**config.mk**
```make
export PLATFORM = sky130hd
export DESIGN_NAME = uart_rx_oversample
export DESIGN_NICKNAME = d
export VERILOG_FILES = /design/src/rtl/uart_rx_oversample.sv
export SDC_FILE = /design/constraint.sdc
export NUM_CORES = 1
export LEC_CHECK = 0
export CAP_MARGIN = 20
export CORE_ASPECT_RATIO = 1.25
export CORE_MARGIN = 5
export CORE_UTILIZATION = 52
export CTS_BUF_LIST = sky130_fd_sc_hd__clkbuf_4 sky130_fd_sc_hd__clkbuf_8
export DETAILED_ROUTE_END_ITERATION = 16
export PLACE_DENSITY = 0.77
export SETUP_SLACK_MARGIN = 0.2
export SLEW_MARGIN = 10
export SYNTH_ARGS = -nofsm -noshare
export SYNTH_HDL_FRONTEND = slang
export SYNTH_SLANG_ARGS = --single-unit
```
**constraint.sdc**
```tcl
create_clock -name clk -period 1.8 [get_ports clk]
set_clock_uncertainty 0.05 [all_clocks]
set_input_delay 0.27 -clock clk [delete_from_list [all_inputs] [get_ports clk]]
set_output_delay 0.27 -clock clk [all_outputs]
set_load 0.01 [all_outputs]
```
**src/rtl/uart_rx_oversample.sv**
```systemverilog
// -----------------------------------------------------------------------------
// uart_rx_oversample
//
// UART receiver for 8N1 frames. An optional even-parity bit is added when the
// macro UART_RX_PARITY_EN is defined. The receiver is driven by a 16x
// oversample square wave (rx_clk) coming from the baud generator. It runs in
// the same clk domain.
//
// Each bit is the majority vote of the synchronized line at oversample ticks
// 7, 8 and 9. The FSM returns to IDLE at mid-stop, so back-to-back frames
// are accepted.
//
// Ports:
//   clk           system clock
//   reset_n       asynchronous active-low reset
//   rx_clk        16x oversample square wave; each rising edge is one tick
//   rx            serial input, idle high (asynchronous)
//   data_out      last good byte received; holds until the next good frame
//   data_valid    one-cycle pulse when data_out is updated
//   framing_error one-cycle pulse when the stop bit is voted low
//   parity_error  one-cycle pulse with data_valid on bad even parity
//                 (tied to 0 without UART_RX_PARITY_EN)
//   busy          high while the FSM is outside IDLE
// -----------------------------------------------------------------------------
module uart_rx_oversample #(
    parameter int DATA_BITS  = 8,
    parameter int OVERSAMPLE = 16
) (
    input  logic                 clk,
    input  logic                 reset_n,
    input  logic                 rx_clk,
    input  logic                 rx,
    output logic [DATA_BITS-1:0] data_out,
    output logic                 data_valid,
    output logic                 framing_error,
    output logic                 parity_error,
    output logic                 busy
);

    localparam logic [3:0] LAST_TICK = 4'(OVERSAMPLE - 1);
    localparam logic [3:0] MID_TICK  = 4'd9;
    localparam logic [2:0] LAST_BIT  = 3'(DATA_BITS - 1);

    typedef enum logic [2:0] {
        S_IDLE,
        S_START,
        S_DATA,
`ifdef UART_RX_PARITY_EN
        S_PARITY,
`endif
        S_STOP
    } state_t;

    state_t               state_q, state_d;
    logic                 rx_meta_q, rx_s_q;
    logic                 rx_clk_d_q;
    logic                 armed_q, armed_d;
    logic [3:0]           tick_cnt_q, tick_cnt_d;
    logic [2:0]           bit_cnt_q, bit_cnt_d;
    logic [1:0]           samp_q, samp_d;       // [0] = tick 7, [1] = tick 8
    logic [DATA_BITS-1:0] shreg_q, shreg_d;
    logic [DATA_BITS-1:0] data_out_q, data_out_d;
    logic                 data_valid_q, data_valid_d;
    logic                 framing_error_q, framing_error_d;
    logic                 tick;
    logic                 vote;
`ifdef UART_RX_PARITY_EN
    logic                 parity_bit_q, parity_bit_d;
    logic                 parity_error_q, parity_error_d;
`endif

    assign tick = rx_clk & ~rx_clk_d_q;
    // Tick-9 sample is taken live; ticks 7 and 8 were captured earlier.
    assign vote = (samp_q[0] & samp_q[1]) | (rx_s_q & (samp_q[0] | samp_q[1]));

    always_ff @(posedge clk or negedge reset_n) begin
        if (!reset_n) begin
            rx_meta_q       <= 1'b1;
            rx_s_q          <= 1'b1;
            rx_clk_d_q      <= 1'b0;
            state_q         <= S_IDLE;
            armed_q         <= 1'b1;
            tick_cnt_q      <= '0;
            bit_cnt_q       <= '0;
            samp_q          <= '0;
            shreg_q         <= '0;
            data_out_q      <= '0;
            data_valid_q    <= 1'b0;
            framing_error_q <= 1'b0;
`ifdef UART_RX_PARITY_EN
            parity_bit_q    <= 1'b0;
            parity_error_q  <= 1'b0;
`endif
        end else begin
            rx_meta_q       <= rx;
            rx_s_q          <= rx_meta_q;
            rx_clk_d_q      <= rx_clk;
            state_q         <= state_d;
            armed_q         <= armed_d;
            tick_cnt_q      <= tick_cnt_d;
            bit_cnt_q       <= bit_cnt_d;
            samp_q          <= samp_d;
            shreg_q         <= shreg_d;
            data_out_q      <= data_out_d;
            data_valid_q    <= data_valid_d;
            framing_error_q <= framing_error_d;
`ifdef UART_RX_PARITY_EN
            parity_bit_q    <= parity_bit_d;
            parity_error_q  <= parity_error_d;
`endif
        end
    end

    always_comb begin
        state_d         = state_q;
        armed_d         = armed_q;
        tick_cnt_d      = tick_cnt_q;
        bit_cnt_d       = bit_cnt_q;
        samp_d          = samp_q;
        shreg_d         = shreg_q;
        data_out_d      = data_out_q;
        data_valid_d    = 1'b0;
        framing_error_d = 1'b0;
`ifdef UART_RX_PARITY_EN
        parity_bit_d    = parity_bit_q;
        parity_error_d  = 1'b0;
`endif
        if (tick) begin
            if (tick_cnt_q == 4'd7) samp_d[0] = rx_s_q;
            if (tick_cnt_q == 4'd8) samp_d[1] = rx_s_q;
            case (state_q)
                S_IDLE: begin
                    // A low line is a start only once the line was seen high
                    // after a framing error (break suppression).
                    if (rx_s_q) begin
                        armed_d = 1'b1;
                    end else if (armed_q) begin
                        state_d    = S_START;
                        tick_cnt_d = 4'd1;
                    end
                end
                S_START: begin
                    tick_cnt_d = tick_cnt_q + 4'd1;
                    if (tick_cnt_q == MID_TICK && vote) begin
                        state_d    = S_IDLE;   // glitch, not a real start bit
                        tick_cnt_d = '0;
                    end else if (tick_cnt_q == LAST_TICK) begin
                        state_d    = S_DATA;
                        tick_cnt_d = '0;
                        bit_cnt_d  = '0;
                    end
                end
                S_DATA: begin
                    tick_cnt_d = tick_cnt_q + 4'd1;
                    if (tick_cnt_q == MID_TICK)
                        shreg_d = {vote, shreg_q[DATA_BITS-1:1]};
                    if (tick_cnt_q == LAST_TICK) begin
                        if (bit_cnt_q == LAST_BIT) begin
`ifdef UART_RX_PARITY_EN
                            state_d = S_PARITY;
`else
                            state_d = S_STOP;
`endif
                        end else begin
                            bit_cnt_d = bit_cnt_q + 3'd1;
                        end
                    end
                end
`ifdef UART_RX_PARITY_EN
                S_PARITY: begin
                    tick_cnt_d = tick_cnt_q + 4'd1;
                    if (tick_cnt_q == MID_TICK) parity_bit_d = vote;
                    if (tick_cnt_q == LAST_TICK) state_d = S_STOP;
                end
`endif
                S_STOP: begin
                    tick_cnt_d = tick_cnt_q + 4'd1;
                    if (tick_cnt_q == MID_TICK) begin
                        state_d    = S_IDLE;
                        tick_cnt_d = '0;
                        if (vote) begin
                            data_out_d   = shreg_q;
                            data_valid_d = 1'b1;
`ifdef UART_RX_PARITY_EN
                            parity_error_d = (^shreg_q) ^ parity_bit_q;
`endif
                        end else begin
                            framing_error_d = 1'b1;
                            armed_d         = 1'b0;
                        end
                    end
                end
                default: state_d = S_IDLE;
            endcase
        end
    end

    assign data_out      = data_out_q;
    assign data_valid    = data_valid_q;
    assign framing_error = framing_error_q;
    assign busy          = (state_q != S_IDLE);
`ifdef UART_RX_PARITY_EN
    assign parity_error  = parity_error_q;
`else
    assign parity_error  = 1'b0;
`endif

endmodule

```
Word level (Yosys, flattened, before mapping)
Index checks and enable logic that the tools add are counted.

storage, ports and cells
  flip-flop bits (word level) = 34
  input bits = 4
  output and inout port bits = 12
  logic and storage cells = 85

operators by class
  add/sub/neg operators = 2
  equal/unequal tests = 19
  mux-type cells = 31
  bitwise logic cells = 6
  reduce and logical (&&, ||, !) cells = 14

operator list
  operator               number
  $mux W3                11
  $mux W4                5
  $ne A2 B2 Y1 const B   10
  $pmux W4 S4            1
  $eq A4 B4 Y1 const B   3
  $pmux W3 S4            1
  $mux W1                11
  $reduce_and A4 Y1      2
  $reduce_and A7 Y1      1
  $eq A3 B2 Y1 const B   2
  $pmux W3 S2            1
  $reduce_and A6 Y1      1
  $reduce_and A5 Y1      1
  $add A4 B1 Y4 const B  1
  $eq A4 B3 Y1 const B   1
  $reduce_and A2 Y1      2
  $reduce_bool A2 Y1     2
  $reduce_bool A4 Y1     1
  $add A3 B1 Y3 const B  1
  $and A1 B1 Y1          3
  $eq A3 B1 Y1 const B   1
  $eq A3 B3 Y1 const B   1
  $logic_not A3 Y1       1
  $ne A3 B3 Y1 const B   1
  other kinds (6)        7

Depth between registers and ports, before layout
Gate-level depths: netlist of run 1.

  depth in word-level cells = 7
  depth in mapped cells = 7
  depth with buffers taken out = 6

Least setup slack after synthesis of run 1
Ideal clock, no wire load.

  kind = register to register
  from = register bit_cnt_q[0]
  to = register bit_cnt_q[2]
  library setup time = 0.122 ns
  arrival time = 1.490 ns
  required time = 1.628 ns
  path slack = 0.138 ns
  stages on the path, launching flop included = 7
  period minus slack after synthesis = 1.662 ns
  cells stage by stage = dfrtp_1 -> ha_1 -> ha_1 -> nor2b_1 -> o21ai_0 -> a311o_1 -> a32o_1

between the ends
  longest elaborated chain between the ends = 4
  elaborated cells between the ends (all ways) = 7
  classes of those cells = add/sub (1); eq/ne (2); mux (3); reduce/logical (1)

RTL lines
  item                    line  source
  from (decl)             59    logic [2:0] bit_cnt_q, bit_cnt_d;
  from (signal assigned)  101   bit_cnt_q <= bit_cnt_d;
  $add A3 B1 Y3           165   bit_cnt_d = bit_cnt_q + 3'd1;
  $mux W3                 158   if (bit_cnt_q == LAST_BIT) begin
  $mux W3                 157   if (tick_cnt_q == LAST_TICK) begin
  $pmux W3 S2             131   case (state_q)

Several ways; a longest one is shown, not always the timed one. The select of a mux whose other input is x is not followed.
A chain may end at the register's enable or synchronous reset.

Final worst setup path of run 1
  from = register tick_cnt_q[0]
  to = register bit_cnt_q[2]

between the ends
  longest elaborated chain between the ends = 4
  elaborated cells between the ends (all ways) = 7
  classes of those cells = eq/ne (5); reduce/logical (2)

RTL lines
  item                           line  source
  from (decl)                    58    logic [3:0] tick_cnt_q, tick_cnt_d;
  from (signal assigned)         100   tick_cnt_q <= tick_cnt_d;
  $eq A4 B4 Y1                   144   if (tick_cnt_q == MID_TICK && vote) begin
  $logic_and A1 B1 Y1            144
  $ne A2 B2 Y1 (no line)         n/a
  $reduce_and A6 Y1 (no line) *  n/a

Every way passes the cells marked *; elsewhere a longest branch is shown, timed or not.

==> summary.txt, run 1 <==
Outcome
  • Status: complete, no violations

Layout
  • Final non-filler cell total: 200
  • Layout overhead on the synthesized area: 31.1%
  • # fillers: 210
  • Commonest non-fill, non-tap cells in the layout: dfrtp_1 (28), buf_4 (19), mux2_2 (18), dlymetal6s2s_1 (8)
  • Commonest non-fill, non-tap cell in the layout: dfrtp_1
  • Fin util: 0.700
  • Layout cell share with drive strength beyond 1: 0.402
  • Nets: approximately 170
  • N_diodes: 0

Global route
  • Largest net degree at the start of global routing: 34
  • Tot GR Track Use: 0.173
  • Initial antenna violation count: 0
  • Vias in the first global route: 1169
  • Grt total ovfl: 0
  • First-pass GRT wire length: ~5400 um

STA
  • Final period utilization: 0.920
  • Final setup viols: 0
  • Peak Freq: 0.604 GHz
  • Fin. Hold Viols: 0
  • RSZ-0062 raised after global routing: yes
  • Pins Over Slew Limit: 0
  • Fin crit period: about 1.7 ns

Synth
  • Main flop type after synthesis: dfrtp_1
  • Syn_nets: 137
  • Synth Warn #: 0
  • Seq/Total Area, Yosys: 0.537
  • Synthesized cell area: 1540 sq um
  • EDFF count, synth: 0
  • Mapped Cells: 128
  • Synthesized area per cell: 12.1 sq um
  • Async SR Flop Fraction: 1.00
  • FF+latch count, synth: 33
  • Unique masters post-synth: 38

Drt
  • DRC Markers: 0
  • Vias: 1111
  • DRT Pass-1 Iters: 4
  • Final ANT Viol Nets: 0
  • Routed length per placed instance: approximately 16 um
  • Detailed Route WL: ~3100 um
  • Vias per std cell: 5.56
  • First DRT Iteration DRCs: 26

Power and ir drop
  • Clock Power Share: 0.302
  • Net Switching: 0.000687 W
  • LEAKAGE: 1.09 nW
  • Worst vdd ir: 0.00119 V
  • Cell Int Power: 0.00158 W
  • Pwr dens: 1120 nW/um^2
  • Seq pwr share: 0.409
  • Comb pwr share: 0.288
  • Switching Share: 0.303

Placed design
  • Dpl hpwl: 2050 um
  • Placed Cells incl. Taps: 182
  • Gp weighted congestion: between 0.8 and 0.9
  • PortBufs: 14

Critical path
  • WS Path Type: reg -> reg
  • CP max FO: 7
  • Required @ worst endpoint: 1.99 ns
  • Setup crit start kind: flip-flop
  • CP Capture Type: flip-flop
  • Crit path DAT: approximately 1.9 ns

Clocking
  • Root buffer cell: clkbuf_4
  • Num CTS Buffers: 5
  • Worst skew pair latency: between 0.3 and 0.4 ns
  • CTS tree: built
  • Clock Tree Buf Depth: 2
  • Clock transition at path regs: roughly 0.11 ns
  • CTS H-tree lvls: 2
  • Clock Sinks: 33
  • CTS Hold Bufs: 0

Floorplanning
  • Die Y: 70.9 um
  • Std cell rows: 22
  • Core Area: 2890 sq um
  • DIE AREA: 4170 sq um
  • I/O pin total: 16
  • Die span in x: just under 60 um
  • Initial Util: 0.534

Worst hold path
  • Hold Path Class: in -> async

Run
  • Max cap viols: 0
-- final cells by class --
| cell class | count | area, sq um | share of cell area |
|---|---|---|---|
| clock buffer | 5 | 37.5 | 0.0185 |
| clock inverter | 3 | 65.1 | 0.0321 |
| inverter | 8 | 30.0 | 0.0148 |
| multi-input combinational | 82 | 712 | 0.352 |
| sequential | 33 | 832 | 0.411 |
| tap | 36 | 45.0 | 0.0222 |
| timing repair buffer | 33 | 303 | 0.150 |
-- repair_timing --
action / 4_1_cts / 5_1_grt
resized for setup: 13 / 16
setup buffers: 8 / 2
pin swaps: 4 / 7
endpoints found under the setup margin: 24 / 32
hold endpoints to repair: 0 / 0
-- logic make-up after synthesis --
logic type	Yosys count	synth area share
adders and majority gates	6	0.0478
DFF	33	0.537
muxes	18	0.131
other	1	0.00243
and+or+nand+nor	35	0.135
AOI/OAI and AO/OA	22	0.105
buffers and inverters	13	0.0421
-- metrics by stage --
| stage | setup TNS, ns | worst slack (ns) | cell area, sq um | hold slack [ns] | total power (W) |
|---|---|---|---|---|---|
| after floorplan | 0 | 0.203 | 1550 | -0.0756 | 0.00127 |
| after global placement | -1.02 | -0.0718 | 1760 | 0.299 | 0.00140 |
| after detailed placement | -2.03 | -0.138 | 1760 | 0.297 | 0.00143 |
| after CTS | 0 | 0.148 | 1960 | 0.280 | 0.00222 |
| after global routing | 0 | 0.0697 | 2020 | 0.265 | 0.00241 |
| final | 0 | 0.144 | 2020 | 0.269 | 0.00227 |
-- power by group through the flow --
stage	Sequential (W)	Combinational, W	Clock (W)
floorplan	0.000903	0.000370	0
global placement	0.000956	0.000440	0
detailed placement	0.000964	0.000471	0
CTS	0.000916	0.000605	0.000698
global route	0.000944	0.000726	0.000737
finish	0.000929	0.000655	0.000686
-- layer usage --
metal | wire length (um) | GRT usage | share of wire | vias up
met5 | 0 | 0 | 0 | -
met4 | 108 | 0.0730 | 0.035 | 0
met3 | 166 | 0.0602 | 0.053 | 13
met2 | 1560 | 0.268 | 0.50 | 38
met1 | 1300 | 0.217 | 0.41 | 529
li1 | - | - | - | 531
-- critical path: stages, from the launching register on --
cell and delay [ns]:
dfrtp_1 0.45, ha_4 0.17, and3b_2 0.28, a311o_1 0.39
a32o_1 0.22
-- worst paths after layout --
check / endpoint / cells past startpoint / slack (ns) / startpoint
hold reg to reg: rx_s_q$_DFF_PN1_ / 0 / 0.31 / rx_meta_q$_DFF_PN1_
hold / removal: bit_cnt_q[0]$_DFFE_PN0P_ / 2 / 0.27 / reset_n
setup reg to reg: bit_cnt_q[2]$_DFFE_PN0P_ / 4 / 0.14 / tick_cnt_q[0]$_DFFE_PN0P_
min in group clk: rx_meta_q$_DFF_PN1_ / 1 / 0.30 / rx
max in group asynchronous: rx_s_q$_DFF_PN1_ / 2 / 1.09 / reset_n
setup / recovery: bit_cnt_q[2]$_DFFE_PN0P_ / 4 / 0.14 / tick_cnt_q[0]$_DFFE_PN0P_
-- sequential cells by signal (all words and copies together) (netlist names) --
signal,count
armed_q,1
data_valid,1
tick_cnt_q,4
data_out,8
bit_cnt_q,3
shreg_q,8
samp_q,2
rx_s_q,1
framing_error,1
rx_clk_d_q,1
rx_meta_q,1
state_q,2
-- cells in the mapped netlist, types with 2 or more instances --
library cell / count / area share
dfstp_2: 3 / 0.051
nand2_1: 5 / 0.012
nand2b_1: 2 / 0.0081
a21oi_1: 5 / 0.016
nor2b_1: 4 / 0.016
dfrtp_1: 30 / 0.49
a311o_1: 2 / 0.013
nand4b_1: 2 / 0.011
a32o_1: 2 / 0.013
nand3_1: 3 / 0.0097
nor3_1: 3 / 0.0097
o21a_1: 2 / 0.0097
nor2_1: 8 / 0.019
buf_4: 2 / 0.0097
a21o_1: 2 / 0.0097
o21ai_0: 3 / 0.0097
inv_1: 8 / 0.019
ha_1: 5 / 0.041
mux2_2: 18 / 0.13
No activity file was read; power rests on OpenSTA's default activity.
==> inputs of run 2 (changes only) <==
- RECOVER_POWER: not set -> 50
==> summary.txt, run 2 (synthesis results as in run 1) <==
Power and ir drop
  • Pwr dens: roughly 1100 nW/um^2
  • LEAKAGE: between 1 and 1.5 nW
  • Worst vdd ir: 0.00119 V

Drt
  • Met1 WL: roughly 1300 um
  • Detailed Route WL: roughly 3100 um
  • Vias: 1114
  • Final ANT Viol Nets: 0
  • Detail Route met3 WL: approximately 170 um
  • Vias per std cell: approximately 5.6
  • DR top layer: met4
  • DRC Markers: 0
  • Routed length per placed instance: 15.6 um
  • First DRT Iteration DRCs: 26
  • DR WL met2: 1540 um
  • DRT Pass-1 Iters: 4

Layout
  • Nets: about 170
  • Commonest non-fill, non-tap cell in the layout: dfrtp_1
  • Fin area: ~2000 sq um
  • N_diodes: 0
  • Layout overhead on the synthesized area: 30.6%
  • Commonest non-fill, non-tap cells in the layout: dfrtp_1 (28), mux2_2 (18), buf_4 (18), inv_1 (7), nor2_1 (7)
  • Layout cell share with drive strength beyond 1: 0.402
  • # fillers: 213
  • Final non-filler cell total: 200

Clocking
  • Root buffer cell: clkbuf_4
  • Worst skew pair latency: about 0.34 ns
  • Num CTS Buffers: 5
  • Clock transition at path regs: 0.11 ns
  • CTS H-tree lvls: 2
  • CTS Hold Bufs: 0
  • Clock Tree Buf Depth: 2
  • CTS tree: built
  • Clock Sinks: 33

Placed design
  • PortBufs: 14
  • Dpl hpwl: roughly 2000 um
  • Setup slack at placement: -0.138 ns
  • Post-DP Area: roughly 1800 sq um
  • Placed Cells incl. Taps: 182
  • Gp weighted congestion: 0.884

STA
  • Setup ws final: 0.145 ns
  • Hold slack: 0.312 ns
  • Setup_tns: 0 ns
  • Fin crit period: ~1.7 ns
  • RSZ-0062 raised after global routing: yes
  • Peak Freq: between 0.6 and 0.7 GHz
  • Worst-margin pin slew: 0.797 ns
  • Slew margin rel.: 0.469
  • Pins Over Slew Limit: 0
  • Fin. Hold Viols: 0
  • Final period utilization: 0.920
  • Final setup viols: 0

Floorplanning
  • Die Y: approximately 70 um
  • DIE AREA: 4170 sq um
  • Std cell rows: 22
  • Initial Util: 0.534
  • Die span in x: about 59 um
  • I/O pin total: 16
  • Core Area: 2890 sq um

Global route
  • Initial antenna violation count: 0
  • Grt total ovfl: 0
  • Vias in the first global route: 1169
  • Tot GR Track Use: 0.173
  • First-pass GRT wire length: roughly 5400 um
  • Largest net degree at the start of global routing: 34

Critical path
  • Critical path origin: tick_cnt_q[0]$_DFFE_PN0P_
  • Setup crit start kind: flip-flop
  • CP Capture Type: flip-flop
  • Crit path DAT: 1.85 ns
  • WS Path Type: reg -> reg
  • Reg2Reg Setup Slack: 0.14 ns
  • Worst r2r src: tick_cnt_q[0]$_DFFE_PN0P_
  • Required @ worst endpoint: around 2.0 ns
  • CP max FO: 7

Worst hold path
  • Hold Path Class: reg -> reg
  • Hold Crit Start: rx_meta_q$_DFF_PN1_

Run
  • Max cap viols: 0

Outcome
  • Status: complete, no violations
run 2: cell count changes in the layout (fill, tap and decap cells not counted), sizes merged:
cell | previous run | this run
clkdlybuf4s50 | 5 | 2
dlygate4sd3 | 0 | 3
clkdlybuf4s25 | 0 | 2
dlymetal6s2s | 8 | 6
buf | 19 | 18
clkbuf | 5 | 6
run 2: metal layers:
layer  up-vias  GRT usage
met5         -          0
met3        13     0.0602
met4         0     0.0730
li1        530          -
met1       533      0.217
met2        38      0.268
run 2: power by group:
| group | switching, W | internal (W) | total [W] |
|---|---|---|---|
| clock | 0.000257 | 0.000430 | 0.000686 |
| combinational | 0.000332 | 0.000320 | 0.000653 |
| sequential | 0.0000984 | 0.000830 | 0.000929 |
run 2: final cells by class:
type                            count  area, sq um  share of cell area
Tap cell                           36         45.0              0.0223
Inverter                            8         30.0              0.0149
Timing Repair Buffer               33          295               0.146
Clock buffer                        5         37.5              0.0186
Sequential cell                    33          832               0.413
Multi-Input combinational cell     82          712               0.353
Clock inverter                      3         65.1              0.0323
run 2: worst paths after layout:
| kind | cells past startpoint | endpoint |
|---|---|---|
| min | 0 | rx_s_q$_DFF_PN1_ |
| max in group asynchronous | 2 | state_q[0]$_DFFE_PN0P_ |
| max | 4 | bit_cnt_q[2]$_DFFE_PN0P_ |
| min reg2reg | 0 | rx_s_q$_DFF_PN1_ |
| max reg2reg | 4 | bit_cnt_q[2]$_DFFE_PN0P_ |
| min in group asynchronous | 2 | bit_cnt_q[0]$_DFFE_PN0P_ |
run 2: repair_timing:
action | in CTS | in global routing
endpoints found under the hold margin | 0 | 0
cloned | 0 | 0
setup buffers | 8 | 2
pin swaps | 4 | 7
endpoints found under the setup margin | 24 | 32
resized for setup | 13 | 16
run 2: critical path, cell delays in order, from the launching register on:
cell	delay, ns
dfrtp_1	0.45
ha_4	0.17
and3b_2	0.28
a311o_1	0.39
a32o_1	0.22
run 2: metrics by stage:
step	power, W	util
2_1_floorplan	0.00127	-
3_3_place_gp	0.00140	0.610
3_5_place_dp	0.00143	0.610
4_1_cts	0.00222	0.677
5_1_grt	0.00241	0.698
6_report	0.00227	0.698
